## src/rtl/dcfifo_s_pkg.sv

```systemverilog
// Shared helpers for the dcfifo_s dual-clock FIFO: gray/binary pointer
// conversion and the attribute string that tags synchronizer flops.
package dcfifo_s_pkg;

    localparam int PTR_MAX_W = 32;
    localparam string SYNC_ATTR = "-name SYNCHRONIZER_IDENTIFICATION FORCED";

    // Narrower pointers are zero-extended into PTR_MAX_W and the result is
    // truncated back, so one body serves every pointer width.
    function automatic logic [PTR_MAX_W-1:0] bin2gray(input logic [PTR_MAX_W-1:0] b);
        return b ^ (b >> 1);
    endfunction

    function automatic logic [PTR_MAX_W-1:0] gray2bin(input logic [PTR_MAX_W-1:0] g);
        logic [PTR_MAX_W-1:0] b;
        b[PTR_MAX_W-1] = g[PTR_MAX_W-1];
        for (int i = PTR_MAX_W - 2; i >= 0; i--) begin
            b[i] = b[i+1] ^ g[i];
        end
        return b;
    endfunction

endpackage

```

## src/rtl/dcfifo_s_rd_ctrl_if.sv

```systemverilog
// Read-side bundle of dcfifo_s: pointer exchange with the write side, the
// storage read port and the show-ahead consumer handshake.
interface dcfifo_s_rd_ctrl_if #(
    parameter int WIDTH      = 8,
    parameter int ADDR_WIDTH = 5
);
    logic [ADDR_WIDTH:0]   wptr_gray;
    logic [ADDR_WIDTH:0]   rptr_gray;
    logic [ADDR_WIDTH-1:0] raddr;
    logic                  re;
    logic [WIDTH-1:0]      mem_dout;
    logic [WIDTH-1:0]      dout;
    logic                  dout_valid;
    logic                  dout_ready;
    logic [ADDR_WIDTH:0]   rd_used;

    modport master (
        input  wptr_gray, mem_dout, dout_ready,
        output rptr_gray, raddr, re, dout, dout_valid, rd_used
    );

    modport slave (
        output wptr_gray, mem_dout, dout_ready,
        input  rptr_gray, raddr, re, dout, dout_valid, rd_used
    );
endinterface

```

## src/rtl/dcfifo_s_ptr_sync.sv

```systemverilog
// Multi-flop synchronizer for a gray-coded pointer crossing into clk, followed
// by conversion back to binary. Shared by both sides of dcfifo_s.
module dcfifo_s_ptr_sync
    import dcfifo_s_pkg::*;
#(
    parameter int PTR_W       = 6,
    parameter int SYNC_STAGES = 2
) (
    input  logic             clk,
    input  logic             rst_n,
    input  logic [PTR_W-1:0] i_gray,
    output logic [PTR_W-1:0] o_bin
);

    if (SYNC_STAGES < 2 || SYNC_STAGES > 4) begin : g_bad_stages
        $error("dcfifo_s_ptr_sync: SYNC_STAGES must be 2..4");
    end

    (* altera_attribute = SYNC_ATTR *) logic [PTR_W-1:0] r_sync [SYNC_STAGES];

    always_ff @(posedge clk or negedge rst_n) begin
        if (!rst_n) begin
            for (int i = 0; i < SYNC_STAGES; i++) begin
                r_sync[i] <= '0;
            end
        end else begin
            r_sync[0] <= i_gray;
            for (int i = 1; i < SYNC_STAGES; i++) begin
                r_sync[i] <= r_sync[i-1];
            end
        end
    end

    assign o_bin = PTR_W'(gray2bin(PTR_MAX_W'(r_sync[SYNC_STAGES-1])));

endmodule

```

## src/rtl/dcfifo_s_rd_ctrl.sv

```systemverilog
// Read-side controller of dcfifo_s: issues storage reads, hides the storage's
// one-cycle read latency behind a two-entry show-ahead buffer.
module dcfifo_s_rd_ctrl
    import dcfifo_s_pkg::*;
#(
    parameter int WIDTH       = 8,
    parameter int ADDR_WIDTH  = 5,
    parameter int SYNC_STAGES = 2
) (
    input  logic               rclk,
    input  logic               rst_n,
    dcfifo_s_rd_ctrl_if.master bus
);

    localparam int PW = ADDR_WIDTH + 1;

    logic [PW-1:0]    w_wbin_s;
    logic [PW-1:0]    w_rptr_next;
    logic             w_empty;
    logic             w_re;
    logic             w_pop;
    logic [1:0]       w_occ;
    logic [2:0]       w_budget;
    logic             w_out_from_skid;
    logic             w_out_from_mem;
    logic             w_skid_from_mem;

    logic [PW-1:0]    r_rptr;
    logic [PW-1:0]    r_rptr_gray;
    logic             r_inflight_p1;
    logic [WIDTH-1:0] r_dout;
    logic             r_dout_valid;
    logic [WIDTH-1:0] r_skid;
    logic             r_skid_valid;

    dcfifo_s_ptr_sync #(
        .PTR_W       (PW),
        .SYNC_STAGES (SYNC_STAGES)
    ) u_wptr_sync (
        .clk    (rclk),
        .rst_n  (rst_n),
        .i_gray (bus.wptr_gray),
        .o_bin  (w_wbin_s)
    );

    // Stage p0: issue. A read is allowed only if the word it returns will
    // still find a free buffer slot after this cycle's pop.
    assign w_empty     = (r_rptr == w_wbin_s);
    assign w_pop       = r_dout_valid & bus.dout_ready;
    assign w_occ       = {1'b0, r_dout_valid} + {1'b0, r_skid_valid};
    assign w_budget    = {1'b0, w_occ} + {2'b00, r_inflight_p1} - {2'b00, w_pop};
    assign w_re        = ~w_empty & (w_budget < 3'd2);
    assign w_rptr_next = r_rptr + {{ADDR_WIDTH{1'b0}}, w_re};

    // Stage p1: storage data arrives; the skid word always precedes it.
    assign w_out_from_skid = w_pop & r_skid_valid;
    assign w_out_from_mem  = r_inflight_p1 & (~r_dout_valid | (w_pop & ~r_skid_valid));
    assign w_skid_from_mem = r_inflight_p1 & ~w_out_from_mem;

    always_ff @(posedge rclk or negedge rst_n) begin
        if (!rst_n) begin
            r_rptr        <= '0;
            r_rptr_gray   <= '0;
            r_inflight_p1 <= 1'b0;
            r_dout        <= '0;
            r_dout_valid  <= 1'b0;
            r_skid_valid  <= 1'b0;
        end else begin
            r_rptr        <= w_rptr_next;
            r_rptr_gray   <= PW'(bin2gray(PTR_MAX_W'(w_rptr_next)));
            r_inflight_p1 <= w_re;

            if (w_out_from_skid) begin
                r_dout <= r_skid;
            end else if (w_out_from_mem) begin
                r_dout <= bus.mem_dout;
            end

            if (w_out_from_skid || w_out_from_mem) begin
                r_dout_valid <= 1'b1;
            end else if (w_pop) begin
                r_dout_valid <= 1'b0;
            end

            if (w_skid_from_mem) begin
                r_skid_valid <= 1'b1;
            end else if (w_out_from_skid) begin
                r_skid_valid <= 1'b0;
            end
        end
    end

    always_ff @(posedge rclk) begin
        if (w_skid_from_mem) begin
            r_skid <= bus.mem_dout;
        end
    end

    assign bus.re         = w_re;
    assign bus.raddr      = r_rptr[ADDR_WIDTH-1:0];
    assign bus.rptr_gray  = r_rptr_gray;
    assign bus.dout       = r_dout;
    assign bus.dout_valid = r_dout_valid;
    assign bus.rd_used    = w_wbin_s - r_rptr;

endmodule
```

## src/flat_wrapper.sv

```systemverilog
// flat-port wrapper written by rule: the top's interface ports become plain ports
module dcfifo_s_rd_ctrl_flat import dcfifo_s_pkg::*;
#(
    parameter int WIDTH       = 8,
    parameter int ADDR_WIDTH  = 5,
    parameter int SYNC_STAGES = 2
)
  (rclk, rst_n, bus_wptr_gray, bus_mem_dout, bus_dout_ready, bus_rptr_gray, bus_raddr, bus_re, bus_dout, bus_dout_valid, bus_rd_used);
  dcfifo_s_rd_ctrl_if #(.WIDTH(WIDTH), .ADDR_WIDTH(ADDR_WIDTH)) bus_i ();
  input  logic rclk;
  input  logic rst_n;
  input wire logic [$bits(bus_i.wptr_gray)-1:0] bus_wptr_gray;
  input wire logic [$bits(bus_i.mem_dout)-1:0] bus_mem_dout;
  input wire logic [$bits(bus_i.dout_ready)-1:0] bus_dout_ready;
  output wire logic [$bits(bus_i.rptr_gray)-1:0] bus_rptr_gray;
  output wire logic [$bits(bus_i.raddr)-1:0] bus_raddr;
  output wire logic [$bits(bus_i.re)-1:0] bus_re;
  output wire logic [$bits(bus_i.dout)-1:0] bus_dout;
  output wire logic [$bits(bus_i.dout_valid)-1:0] bus_dout_valid;
  output wire logic [$bits(bus_i.rd_used)-1:0] bus_rd_used;
  assign bus_i.wptr_gray = bus_wptr_gray;
  assign bus_i.mem_dout = bus_mem_dout;
  assign bus_i.dout_ready = bus_dout_ready;
  assign bus_rptr_gray = bus_i.rptr_gray;
  assign bus_raddr = bus_i.raddr;
  assign bus_re = bus_i.re;
  assign bus_dout = bus_i.dout;
  assign bus_dout_valid = bus_i.dout_valid;
  assign bus_rd_used = bus_i.rd_used;
  dcfifo_s_rd_ctrl #(.WIDTH(WIDTH), .ADDR_WIDTH(ADDR_WIDTH), .SYNC_STAGES(SYNC_STAGES)) u_core (.rclk(rclk), .rst_n(rst_n), .bus(bus_i));
endmodule
```

## config.mk

```make
export PLATFORM = sky130hd
export DESIGN_NAME = dcfifo_s_rd_ctrl_flat
export DESIGN_NICKNAME = d
export VERILOG_FILES = /design/src/rtl/dcfifo_s_pkg.sv /design/src/rtl/dcfifo_s_rd_ctrl_if.sv /design/src/rtl/dcfifo_s_ptr_sync.sv /design/src/rtl/dcfifo_s_rd_ctrl.sv /design/src/flat_wrapper.sv
export SDC_FILE = /design/constraint.sdc
export NUM_CORES = 1
export LEC_CHECK = 0
export ABC_CLOCK_PERIOD_IN_PS = 5700
export BUFFER_PORTS_ARGS = -buffer_cell sky130_fd_sc_hd__buf_2
export CORE_ASPECT_RATIO = 1.4
export CORE_UTILIZATION = 50
export DETAILED_ROUTE_END_ITERATION = 10
export GPL_TIMING_DRIVEN = 1
export PLACE_DENSITY = 0.76
export SLEW_MARGIN = 5
export SYNTH_ARGS = -nofsm -noshare
export SYNTH_HDL_FRONTEND = slang
export SYNTH_SLANG_ARGS = --single-unit
```

## constraint.sdc

```tcl
create_clock -name rclk -period 5.7 [get_ports rclk]
set_input_delay 1.14 -clock rclk [delete_from_list [all_inputs] [get_ports rclk]]
set_output_delay 1.14 -clock rclk [all_outputs]
set_load 0.01 [all_outputs]
```

==> Word-level counts from Yosys, hierarchy flattened <==
Index checks and enable logic that the tools add are counted.
{ "word_totals": {"ff_bits": 43, "inputBits": 17, "out_inout_bits": 27, "elab_cells": 43} }
{ "classes": {"add_sub_neg": 5, "magnitude_cmp": 1, "eq_ne": 1, "muxes": 6, "n_bitwise": 17, "n_reduce_logical": 4} }
{ "op_table": {"columns": ["cell", "n"], "rows": [
  ["$mux W8", 2],
  ["$add A6 B1 Y6", 1],
  ["$and A1 B1 Y1", 6],
  ["$eq A6 B6 Y1", 1],
  ["$reduce_bool A2 Y1", 3],
  ["$sub A6 B6 Y6", 1],
  ["$xor A6 B5 Y6", 1],
  ["$xor A1 B1 Y1", 5],
  ["$mux W1", 4],
  ["$not A1 Y1", 4],
  ["$add A2 B1 Y3", 1],
  ["$lt A3 B2 Y1 const B", 1],
  ["$sub A3 B1 Y3", 1],
  ["$add A1 B1 Y2", 1],
  ["$logic_or A1 B1 Y1", 1],
  ["$or A1 B1 Y1", 1]
]} }

==> Logic depth before layout (Yosys ltp) <==
{ "depth": {"word_depth": 10, "mapped_depth": 13, "ltp_nobuf": 13} }

==> Hierarchy <==
Synthesis repeated with hierarchy kept, for this count alone.
{ "hier_totals": {"cells_unflattened": 145, "area_unflattened_um2": 1850.5} }
{ "modules_own_cells": {"columns": ["mod", "instances", "cells_per_inst", "area_each_um2"], "rows": [
  ["dcfifo_s_rd_ctrl", 1, 125, 1457.6],
  ["dcfifo_s_ptr_sync", 1, 20, 392.9]
]} }

==> Least setup slack after synthesis <==
OpenSTA, ideal clock, no wires.
{ "synth_timing": {"path_type": "input port to output port", "start": "in bus_dout_ready", "end": "out bus_re", "t_arrival_ps": 2280, "setup_slack_ps": 2280, "stages": 7, "n_path_buf": 0, "cell_sequence": "and2_1 > ha_1 > inv_1 > ha_1 > a21oi_1 > xnor2_1 > nor2_1"} }
{ "synth_between": {"elab_chain_len": 4} }
{ "synth_rtl": {"columns": ["element", "line", "rtl"], "rows": [
  ["start: declaration", "flat_wrapper.sv:14", "input wire logic [$bits(bus_i.dout_ready)-1:0] bus_dout_ready;"],
  ["$and A1 B1 Y1", "dcfifo_s_rd_ctrl.sv:49", "assign w_pop = r_dout_valid & bus.dout_ready;"],
  ["$sub A3 B1 Y3", "dcfifo_s_rd_ctrl.sv:51", "assign w_budget = {1'b0, w_occ} + {2'b00, r_inflight_p1} - {2'b00, w_pop};"],
  ["$lt A3 B2 Y1", "dcfifo_s_rd_ctrl.sv:52", "assign w_re = ~w_empty & (w_budget < 3'd2);"],
  ["$and A1 B1 Y1", "dcfifo_s_rd_ctrl.sv:52", null],
  ["end: declaration", "flat_wrapper.sv:17", "output wire logic [$bits(bus_i.re)-1:0] bus_re;"]
]} }
No other way between the ends.

==> Worst setup path after layout <==
{ "layout_timing": {"start": "reg u_core.u_wptr_sync.r_sync (netlist bit u_core.u_wptr_sync.o_bin[5])", "end": "out bus_rd_used[5]"} }
{ "layout_between": {"elab_chain_len": 6} }
{ "layout_rtl": {"columns": ["element", "line", "rtl"], "rows": [
  ["start: declaration", "dcfifo_s_ptr_sync.sv:19", "(* altera_attribute = SYNC_ATTR *) logic [PTR_W-1:0] r_sync [SYNC_STAGES];"],
  ["start signal: indexed assignment", "dcfifo_s_ptr_sync.sv:29", "r_sync[i] <= r_sync[i-1];"],
  ["$xor A1 B1 Y1 (5 in a row)", "dcfifo_s_pkg.sv:18", "b[i] = b[i+1] ^ g[i];"],
  ["$sub A6 B6 Y6 *", "dcfifo_s_rd_ctrl.sv:104", "assign bus.rd_used = w_wbin_s - r_rptr;"],
  ["end: declaration", "flat_wrapper.sv:20", "output wire logic [$bits(bus_i.rd_used)-1:0] bus_rd_used;"]
]} }
Mark *: on every way between the ends. The rest lies on a longest branch, timed or not.

==> results_dict.tcl <==
set metrics [dict create \
    status "finished, final reports clean" \
    setup_viol 0 \
    routedWlPerCell_um 13.26 \
    synth.cell_area_um2 1792 \
    overflow 0 \
    end_kind "primary output" \
    rsz0062_at_grt "false" \
    worst_slew_pin_slew_ns 0.7074 \
    cp_slowest_stage_delay_ns 0.42 \
    cts.reportedPaths.clkPinSlew_ns 0.08 \
    vias 1167 \
    final_antenna_net_count 0 \
    period_share 0.6741 \
    die_area_um2 3830 \
    diodes 0 \
    die_x_um 52.59 \
    cpMaxStageDelayCell "dfrtp_1" \
    rrSetupSlack_ns 2.76 \
    cts_buffers 5 \
    clkSinkCount 42 \
    crit_chain "xor2_2 > xnor2_2 > xnor2_2 > inv_1 > ha_1 > nor2b_1 > o21a_1 > o2111a_1 > a211o_1 > buf_2" \
    nets 216 \
    grt_max_degree 35 \
    ys_ff_latch 42 \
    clock-root-buffer "clkbuf_8" \
    routabilityCongestion 0.6758 \
    grt_usage 0.1899 \
    crit_top_cell "xnor2_2" \
    core-area_um2 3410 \
    drt_iter0_markers 24 \
    via_per_inst 5.074 \
    seq_power_share 0.361 \
    finalHoldViolCount 0 \
    postCtsHoldBufs 0 \
    maxSlewHeadroom 0.5284 \
    synth_nets 167 \
    place_area_um2 2053 \
    antenna_found_initial 0 \
    final_common_cell "buf_2" \
    slew_violations 0 \
    ys_seq_area_frac 0.6089 \
    fin_worst_skew_ns 0.007381 \
    min_period_ns 3.843 \
    grt_pass1_wl_mm 5.112 \
    crit_type "register to primary output" \
    fp.dieH_um 72.83 \
    post_cts_buffers 0 \
    hold_path.class "register to register" \
    switching_share 0.3872 \
    final_area_um2 2157 \
    final_cell_mix "43 x buf_2, 34 x dfrtp_1, 15 x inv_1, 11 x o21ai_0" \
    cp.arrival_ns 2.70 \
    rows 25 \
    clock_path_buffers 2 \
    syn_area_per_cell_um2 12.80 \
    dpl_worst_slack_ns 2.005 \
    start_kind "register" \
    final_util 0.6327 \
    htree_num_levels 2 \
    drive_above_1_share 0.2789 \
    syn_inst 140 \
    area_growth_pct 20.39 \
    fill_cells 285 \
    wl_mm 3.049 \
    max-cap-violations 0 \
    cts_tree "yes" \
    grt_pass1_vias 1200 \
    ctsResizeCount 0 \
    power_density_nw_per_um2 624.8 \
    finalWorstSetupSlack_ns 1.857 \
    p_leak_uw 0.001089 \
    yosysWarnings 0 \
    final.setup.tns_ns 0 \
    comb_power_share 0.486 \
    fmax_ghz 0.2602 \
    numPortBuffers 43 \
    required_ns 4.56 \
    ios 44 \
    clk_latency_ns 0.29 \
    p_switching_uw 521.8 \
    first_pass_iters 4 \
    initial_core_util 0.5255 \
    path_max_fanout 3 \
    clockPowerShare 0.153 \
    ir_worst_vdd_uv 347.3 \
    drc 0 \
    p_int_uw 825.9 \
    hpwlAfterDp_mm 2.469 \
    synth.distinct_cells 26 \
]
## critical path: cells and delay by family, from the launching register on
kind,cells,cell delay (ns)
buf+inv,2,0.22
flops,1,0.42
fa+ha+maj,1,0.29
xor+xnor,3,0.65
simple gates,1,0.14
compound gates,3,0.71
## routing by layer
layer | track usage | vias up | routed length (um)
met1 | 0.2052 | 556 | 1151
met3 | 0.05000 | 7 | 130
li1 | - | 563 | -
met4 | 0.08772 | 0 | 71
met2 | 0.3361 | 41 | 1696
met5 | 0 | - | 0
## cells by family (layout without fill, tap and decap cells)
| group | count (synthesis) | count (layout) | synth area share |
|---|---|---|---|
| muxes | 8 | 8 | 0.04469 |
| and+or+nand+nor | 22 | 22 | 0.05517 |
| AOI/OAI and AO/OA | 22 | 22 | 0.07333 |
| adders and majority gates | 10 | 10 | 0.07402 |
| DFF | 42 | 42 | 0.6089 |
| buffers and inverters | 16 | 66 | 0.03352 |
| xor gates and xnor gates | 20 | 20 | 0.1103 |
## cells in the mapped netlist
master / instances / area share
ha_1: 9 / 0.063
nor2_1: 3 / 0.0063
nand2_1: 10 / 0.021
mux2i_1: 8 / 0.045
xor2_2: 1 / 0.0091
nor3_1: 3 / 0.0084
clkbuf_1: 1 / 0.0021
fa_1: 1 / 0.011
dfrtp_1: 34 / 0.47
nor2b_1: 1 / 0.0035
inv_1: 15 / 0.031
xor2_1: 7 / 0.034
nand3_1: 2 / 0.0056
o21a_1: 1 / 0.0042
and2_1: 2 / 0.0070
xnor2_2: 2 / 0.018
a21oi_1: 4 / 0.011
a211o_1: 1 / 0.0049
o31ai_1: 1 / 0.0042
a21o_1: 2 / 0.0084
o2111a_1: 1 / 0.0063
edfxtp_1: 8 / 0.13
xnor2_1: 10 / 0.049
o22ai_1: 1 / 0.0035
nand4_1: 1 / 0.0035
o21ai_0: 11 / 0.031
## power groups by stage
stage          Sequential (uW)  Combinational [uW]  Clock (uW)
2_1_floorplan              518                 415           0
3_3_place_gp               487                 635           0
3_5_place_dp               493                 665           0
4_1_cts                    488                 667         213
5_1_grt                    501                 734         223
6_report                   487                 655         206
## worst paths after layout
kind,startpoint,depth (start not counted),to
worst min-delay path,u_core.u_wptr_sync.r_sync[7]$_DFF_PN0_,0,u_core.u_wptr_sync.r_sync[1]$_DFF_PN0_
worst min register to register,u_core.u_wptr_sync.r_sync[7]$_DFF_PN0_,0,u_core.u_wptr_sync.r_sync[1]$_DFF_PN0_
worst max-delay path,u_core.u_wptr_sync.o_bin[5]$_DFF_PN0_,10,bus_rd_used[5]
worst max register to register,u_core.u_wptr_sync.o_bin[5]$_DFF_PN0_,13,u_core.bus.rptr_gray[3]$_DFF_PN0_
max in group asynchronous,rst_n,1,u_core.bus.dout_valid$_DFFE_PN0P_
min in group asynchronous,rst_n,1,u_core.bus.rptr_gray[4]$_DFF_PN0_
## state kept, by name, indices dropped and copies added, names as in the netlist
register and flops:
u_core.bus.dout 8, u_core.u_wptr_sync.o_bin 1, u_core.bus.dout_valid 1, u_core.u_wptr_sync.r_sync 11, u_core.r_skid 8, u_core.r_inflight_p1 1
u_core.r_skid_valid 1, u_core.r_rptr 6, u_core.bus.rptr_gray 5
## layout make-up
| cell class | count | area, um2 | area share |
|---|---|---|---|
| clock buffers | 7 | 97.59 | 0.04524 |
| flip-flops and latches | 42 | 1091 | 0.5058 |
| repair buffers | 43 | 215.2 | 0.09977 |
| well taps | 40 | 50.05 | 0.02320 |
| multi-input cells | 82 | 640.6 | 0.2970 |
| inverters | 15 | 56.30 | 0.02610 |
| clock inverters | 1 | 6.256 | 0.002900 |
## metrics by stage
stage	std cells	power [uW]	hold WS [ns]
2_1_floorplan	140	933.1	0.3312
3_3_place_gp	222	1121	0.3323
3_5_place_dp	222	1158	0.3387
4_1_cts	230	1367	0.3506
5_1_grt	230	1459	0.3474
6_report	230	1348	0.3466
Power figures use the tool's default switching activity.
